==> config.mk <==
export PLATFORM = sky130hd
export DESIGN_NAME = a51_reverse_step
export DESIGN_NICKNAME = d
export VERILOG_FILES = /design/src/rtl/a51_reverse_step.sv
export SDC_FILE = /design/constraint.sdc
export NUM_CORES = 1
export LEC_CHECK = 0
export CORE_ASPECT_RATIO = 0.75
export CORE_MARGIN = 8
export CORE_UTILIZATION = 55
export CTS_CLUSTER_SIZE = 14
export DETAILED_ROUTE_END_ITERATION = 16
export DONT_BUFFER_PORTS = 1
export PLACE_DENSITY = 0.81
export SKIP_LAST_GASP = 1
export SLEW_MARGIN = 30
export SYNTH_ARGS = -nofsm -noshare
export SYNTH_HDL_FRONTEND = slang
export SYNTH_SLANG_ARGS = --single-unit
export TNS_END_PERCENT = 30
==> constraint.sdc <==
create_clock -name clk -period 3 [get_ports clk]
set_clock_uncertainty 0.2 [all_clocks]
set_input_delay 0.9 -clock clk [delete_from_list [all_inputs] [get_ports clk]]
set_output_delay 0.9 -clock clk [all_outputs]
set_load 0.02 [all_outputs]
==> src/rtl/a51_reverse_step.sv <==
`default_nettype none
// ============================================================================
// a51_reverse_step : enumerates the 0..4 A5/1 predecessors of a 64-bit state
// Revision: 1.0
// ============================================================================
module a51_reverse_step #(
  parameter int STATE_WIDTH = 64,   // only 19+22+23 is meaningful
  parameter bit EMIT_NONE   = 1'b1
) (
  input  logic                   clk,
  input  logic                   reset_n,
  input  logic                   in_valid,
  output logic                   in_ready,
  input  logic [STATE_WIDTH-1:0] in_state,
  output logic                   out_valid,
  input  logic                   out_ready,
  output logic [STATE_WIDTH-1:0] out_state,
  output logic [1:0]             out_pattern,
  output logic                   out_last,
  output logic                   out_none,
  output logic [2:0]             out_count
);

  typedef enum logic [1:0] {
    ST_IDLE = 2'd0,
    ST_CALC = 2'd1,
    ST_EMIT = 2'd2
  } state_t;

  state_t                 state_q;
  state_t                 state_d;
  logic [STATE_WIDTH-1:0] cap_q;
  logic [STATE_WIDTH-1:0] cand_q [4];
  logic [3:0]             mask_q;
  logic [2:0]             count_q;
  logic                   none_q;

  logic [18:0]            r1;
  logic [21:0]            r2;
  logic [22:0]            r3;
  logic [18:0]            r1_un;
  logic [21:0]            r2_un;
  logic [22:0]            r3_un;
  logic [STATE_WIDTH-1:0] cand_w [4];
  logic [3:0]             mask_w;
  logic [2:0]             count_w;
  logic [1:0]             sel;
  logic [3:0]             low_bit;
  logic                   single;

  assign r1 = cap_q[18:0];
  assign r2 = cap_q[40:19];
  assign r3 = cap_q[63:41];

  // Undo the shift; the top bit is recovered from the feedback equation.
  assign r1_un = {r1[0] ^ r1[14] ^ r1[17] ^ r1[18], r1[18:1]};
  assign r2_un = {r2[0] ^ r2[21], r2[21:1]};
  assign r3_un = {r3[0] ^ r3[8] ^ r3[21] ^ r3[22], r3[22:1]};

  for (genvar p = 0; p < 4; p++) begin : g_pat
    localparam bit CLK1 = (p != 3);
    localparam bit CLK2 = (p != 2);
    localparam bit CLK3 = (p != 1);

    logic [18:0] p1;
    logic [21:0] p2;
    logic [22:0] p3;
    logic        k1;
    logic        k2;
    logic        k3;
    logic        maj;

    assign p1  = CLK1 ? r1_un : r1;
    assign p2  = CLK2 ? r2_un : r2;
    assign p3  = CLK3 ? r3_un : r3;
    assign k1  = p1[8];
    assign k2  = p2[10];
    assign k3  = p3[10];
    assign maj = (k1 & k2) | (k1 & k3) | (k2 & k3);

    // A register clocks exactly when its clock bit agrees with the majority.
    assign mask_w[p] = ((k1 == maj) == CLK1) &&
                       ((k2 == maj) == CLK2) &&
                       ((k3 == maj) == CLK3);
    assign cand_w[p] = {p3, p2, p1};
  end

  assign count_w = {2'b00, mask_w[0]} + {2'b00, mask_w[1]} +
                   {2'b00, mask_w[2]} + {2'b00, mask_w[3]};

  assign low_bit = mask_q & (~mask_q + 4'd1);
  assign single  = (mask_q & (mask_q - 4'd1)) == 4'd0;

  always_comb begin
    sel = 2'd0;
    casez (mask_q)
      4'b???1: sel = 2'd0;
      4'b??10: sel = 2'd1;
      4'b?100: sel = 2'd2;
      4'b1000: sel = 2'd3;
      default: sel = 2'd0;
    endcase
  end

  always_comb begin
    state_d = state_q;
    case (state_q)
      ST_IDLE: if (in_valid) state_d = ST_CALC;
      ST_CALC: state_d = ((mask_w != 4'd0) || EMIT_NONE) ? ST_EMIT : ST_IDLE;
      ST_EMIT: if (out_ready && out_last) state_d = ST_IDLE;
      default: state_d = ST_IDLE;
    endcase
  end

  always_comb begin
    in_ready    = (state_q == ST_IDLE);
    out_valid   = 1'b0;
    out_state   = '0;
    out_pattern = 2'd0;
    out_last    = 1'b0;
    out_none    = 1'b0;
    out_count   = count_q;
    if (state_q == ST_EMIT) begin
      out_valid   = 1'b1;
      out_none    = none_q;
      out_last    = none_q | single;
      out_pattern = none_q ? 2'd0 : sel;
      out_state   = none_q ? cap_q : cand_q[sel];
    end
  end

  always_ff @(posedge clk or negedge reset_n) begin
    if (!reset_n) begin
      state_q <= ST_IDLE;
      cap_q   <= '0;
      mask_q  <= '0;
      count_q <= '0;
      none_q  <= 1'b0;
      for (int i = 0; i < 4; i++) cand_q[i] <= '0;
    end else begin
      state_q <= state_d;
      case (state_q)
        ST_IDLE: if (in_valid) cap_q <= in_state;
        ST_CALC: begin
          for (int i = 0; i < 4; i++) cand_q[i] <= cand_w[i];
          mask_q  <= mask_w;
          count_q <= count_w;
          none_q  <= (mask_w == 4'd0) && EMIT_NONE;
        end
        ST_EMIT: begin
          if (out_ready) begin
            mask_q <= mask_q & ~low_bit;
            if (out_last) none_q <= 1'b0;
          end
        end
        default: ;
      endcase
    end
  end

endmodule
`default_nettype wire

* Yosys cells after proc, flatten, opt, wreduce, memory -nomap -nowiden
Index checks and enable logic that the tools add are counted.
Operators by class: equality and inequality tests 21, bitwise gates (word level) 34, add/sub/neg operators 5, multiplexer cells 19, reduce and logical (&&, ||, !) cells 17, order comparisons 1
Operators by type and width (count):
- 64-bit two-way mux | 4
- 64-bit binary-select mux with 2-bit select | 1
- 4-bit AND | 3
- 1-bit == test | 12
- 2-bit case mux with 3 select lines | 2
- 1-bit AND | 9
- 1-bit logical AND | 9
- 1-bit bitwise OR | 9
- 4-bit zero test | 2
- 2-bit two-way mux | 4
- 2-bit != test (second input constant) | 4
- 4-bit inverter | 2
- 4-bit case mux with 2 select lines | 1
- 1-bit XOR | 7
- 2-bit AND reduction | 3
- 1-bit two-way mux | 5
- 4-bit by 1-bit adder with 4-bit output (second input constant) | 1
- 2-bit == test (second input constant) | 2
- 4-bit == test (second input constant) | 1
- 4-bit two-way mux | 1
- 4-bit by 1-bit subtractor with 4-bit output (second input constant) | 1
- 2-bit by 1-bit adder with 3-bit output | 1
- 3-bit by 1-bit adder with 3-bit output | 1
- 3-bit == test (second input constant) | 1
- 9 further kinds | 11
Storage, ports and cells: output and inout port bits 73, register bits 330

* Depth between registers and ports, before layout
depth in word-level cells 9, gate-level depth with buffers 10

* Least setup slack after synthesis
No wires, ideal clock.
path kind reg-to-output, start point register mask_q[0], end point output port out_state[22], data arrival time 1.624 ns, path buffers 3, setup slack 0.276 ns, stages on the path, launching flop included 7, path through dfrtp_1 -> buf_6 -> or3b_1 -> buf_6 -> buf_12 -> mux2i_1 -> a21oi_1
Between the ends: cells in the longest elaborated chain, start to end 8, elaborated cells on any way between the ends 10, those cells by class 3 x eq/ne; 6 x mux; 1 x bitwise
RTL lines:
- start, declared | RTL line 34 | logic [3:0] mask_q;
- start signal, assigned | RTL line 146 | mask_q <= mask_w;
- start signal, assigned | RTL line 152 | mask_q <= mask_q & ~low_bit;
- 4-bit == test, or another cell as far along | RTL line 96 | casez (mask_q)
- 2-bit case mux with 3 select lines (*) | RTL line 96
- 2-bit inverter with 3-bit output (not written as such) (*) | RTL line 128 | out_state = none_q ? cap_q : cand_q[sel];
- 64-bit binary-select mux with 2-bit select (*) | RTL line 128
- 64-bit two-way mux (not written as such) (*) (2 in a row) | RTL line 128
- 64-bit two-way mux (*) | RTL line 128
- 64-bit two-way mux (*) | RTL line 123 | if (state_q == ST_EMIT) begin
- end, declared | RTL line 17 | output logic [STATE_WIDTH-1:0] out_state,
Mark *: on every way between the ends. The rest lies on a longest branch, timed or not. The select of a mux whose other input is x is not followed.

* Worst setup path in the final report
start point register mask_q[1], end point output port out_state[3]
Same word-level chain as after synthesis.

==> impl_metrics.tcl <==
set metrics [dict create \
    outcome "complete, but fails checks" \
    violations "negative hold slack, negative setup slack" \
    arrival_ns 2.06 \
    cts_tree "done" \
    yosysWarnings 0 \
    p_leak_nw 4.18 \
    final_cell_mix "nand2_1, dfrtp_1, buf_4, mux2_2, mux2i_1" \
    grt_pass1_vias 5495 \
    syn-num-nets 803 \
    initial_core_util_pct 55.8 \
    max_slew_margin_pct 55.6 \
    gp_congestion 0.829 \
    yosysTopAreaCell "dfrtp_1" \
    cts_buffer_depth 2 \
    io_buffers 0 \
    fin_crit_ns 3.16 \
    drv_slew 0 \
    wl_um 18400 \
    place_area_um2 7800 \
    io_pins 141 \
    post-place-ws_ns 0.124 \
    synthTopCellsByArea "dfrtp_1, nand2_1, mux2_2" \
    clockRootBuffer "clkbuf_16" \
    dieArea_um2 17000 \
    yosysSeqAreaShare_pct 49.1 \
    dp_hpwl_um 11900 \
    fp.dieW_um 148 \
    wl_per_cell_um 18.8 \
    drt_first_pass_iters 5 \
    worstSetupPathType "register to output port" \
    synth_seq_cells 141 \
    cts-buffers-inserted 17 \
    rsz0062_at_grt "true" \
    hold_viol 38 \
    netlist.area_leader.share_pct 49.1 \
    hp-class "input port to async pin" \
    syn_inst 730 \
    gr-usage-all-layers_pct 21.7 \
    peakVddDrop_mv 0.970 \
    synth_cell_types 39 \
    insertion_delay_ns 0.42 \
    maxCapViolCount 0 \
    finalInstanceArea_um2 8600 \
    core_area_um2 12900 \
    fmax_mhz 316 \
    worstPathMaxFanout 5 \
    holdWs_ns -0.0241 \
    finalCritPeriodShare_pct 105 \
    drc_errors 0 \
    drive_gt1_share_pct 25.8 \
    clkTransAtPathRegs_ns 0.06 \
    ant_nets 0 \
    layout_commonest_cell "nand2_1" \
    synth_area_um2 7190 \
    num_rows 36 \
    area_delta_synth_final_pct 19.6 \
    power_density_nw_per_um2 1230 \
    antenna_found_initial 2 \
    setup_ws_ns -0.164 \
    vias 5512 \
    viasPerCell 5.65 \
    grt_overflow 0 \
    syn_area_per_cell_um2 9.85 \
    drt-initial-drc-count 360 \
    die_h_um 115 \
    required_ns 1.90 \
    grt_pass1_wl_um 29300 \
    endpoint_kind "output port" \
    worst_pin_slew_ns 0.664 \
    cp-start-kind "register" \
    setup_viol 42 \
    htree_levels 4 \
    clkSinkCount 141 \
    grt_max_degree 142 \
    nets 864 \
]
==> worst max-delay path: stages (launching register included) <==
cell	delay [ns]
dfrtp_1	0.39
buf_6	0.13
nor4b_4	0.30
buf_4	0.21
buf_12	0.13
mux2i_2	0.22
a21oi_1	0.09
buf_4	0.17
==> synth_stat cells <==
| cell type | count |
|---|---|
| clkbuf_1 | 29 |
| a221oi_1 | 1 |
| mux2_2 | 64 |
| o21bai_1 | 1 |
| a41oi_1 | 1 |
| nor4b_2 | 1 |
| and4b_1 | 1 |
| buf_4 | 1 |
| nor2b_1 | 4 |
| a21oi_1 | 47 |
| dfrtp_1 | 141 |
| nand3b_1 | 2 |
| o211a_1 | 1 |
| inv_2 | 1 |
| a211oi_1 | 26 |
| nor3_1 | 2 |
| mux2i_1 | 65 |
| nand2_1 | 204 |
| or3b_1 | 1 |
| o21ai_0 | 48 |
| buf_12 | 3 |
| buf_2 | 9 |
| inv_1 | 5 |
| buf_1 | 2 |
| fa_1 | 1 |
| o22ai_1 | 2 |
| o31a_1 | 1 |
| ha_1 | 4 |
| and3_1 | 1 |
| nand3_1 | 1 |
| a31o_2 | 1 |
| a211oi_2 | 1 |
| buf_6 | 11 |
| nor3b_1 | 1 |
| nor2_1 | 30 |
| and2_1 | 1 |
| or2_2 | 1 |
| nand2b_1 | 7 |
| xnor2_1 | 7 |
==> sequential cells by signal (all words and copies together), names as in the netlist <==
signal	cells
none_q	1
cap_q	64
out_count	3
cand_q	67
state_q	2
mask_q	4
==> per-layer routing <==
layer  wire (um)  track usage (%)  part of all wire (%)
met3        1620             7.71                   8.8
met1        7910             27.5                    43
met5          17                0                 0.093
met2        8570             33.7                    47
met4         265             8.20                   1.4
==> per-stage QoR <==
stage | TNS [ns] | total power [mW] | std cells | utilization (%) | hold slack, ns
finish | -4.78 | 10.6 | 975 | 66.8 | -0.0241
global route | -8.39 | 11.3 | 975 | 66.8 | -0.0438
CTS | -5.42 | 10.5 | 972 | 65.9 | -0.0372
detailed placement | 0 | 8.28 | 934 | 60.5 | 0.270
global placement | 0 | 8.01 | 934 | 60.5 | 0.260
floorplan | 0 | 6.86 | 730 | - | 0.245
==> cell type report <==
cell class / count / area, um^2
repair buffers: 97 / 890
well taps: 171 / 214
multi-input cells: 528 / 3360
diodes: 1 / 2.50
fillers: 974 / 4280
inverters: 6 / 23.8
clock buffers: 25 / 505
flip-flops and latches: 141 / 3530
clock inverters: 6 / 82.6
==> worst paths after layout <==
| kind | startpoint | to | slack (ns) | cells after the start |
|---|---|---|---|---|
| setup / recovery | mask_q[1]$_DFFE_PN0P_ | out_state[3] | -0.16 | 7 |
| hold / removal | reset_n | cand_q[234]$_DFFE_PN0P_ | -0.02 | 0 |
| setup reg to reg | cap_q[9]$_DFFE_PN0P_ | out_count[1]$_DFFE_PN0P_ | 0.13 | 10 |
| hold reg to reg | cand_q[169]$_DFFE_PN0P_ | cand_q[169]$_DFFE_PN0P_ | 0.29 | 2 |
| max in group asynchronous | reset_n | cand_q[249]$_DFFE_PN0P_ | 2.38 | 0 |
| min in group clk | cand_q[169]$_DFFE_PN0P_ | cand_q[169]$_DFFE_PN0P_ | 0.29 | 2 |
==> report_power, final <==
group          switching (mW)  total [mW]  internal [mW]
Sequential              0.852        3.69           2.83
Clock                   0.781        2.11           1.33
Combinational            2.65        4.82           2.17
==> cells by family after synthesis <==
logic type,after synthesis,share of synthesized area (%)
AOI/OAI and AO/OA,130,10.4
xor gates and xnor gates,7,0.852
adders and majority gates,5,0.974
buffers and inverters,61,5.22
DFF,141,49.1
muxes,129,19.1
and+or+nand+nor,257,14.4
==> timing repair <==
action                     CTS  global route
pin swaps                   14             9
setup endpoints to repair   54            67
hold endpoints to repair   141           141
setup buffers                5             0
gates cloned                 2             2
resized for setup            7            12
No activity file was read; power rests on OpenSTA's default activity.
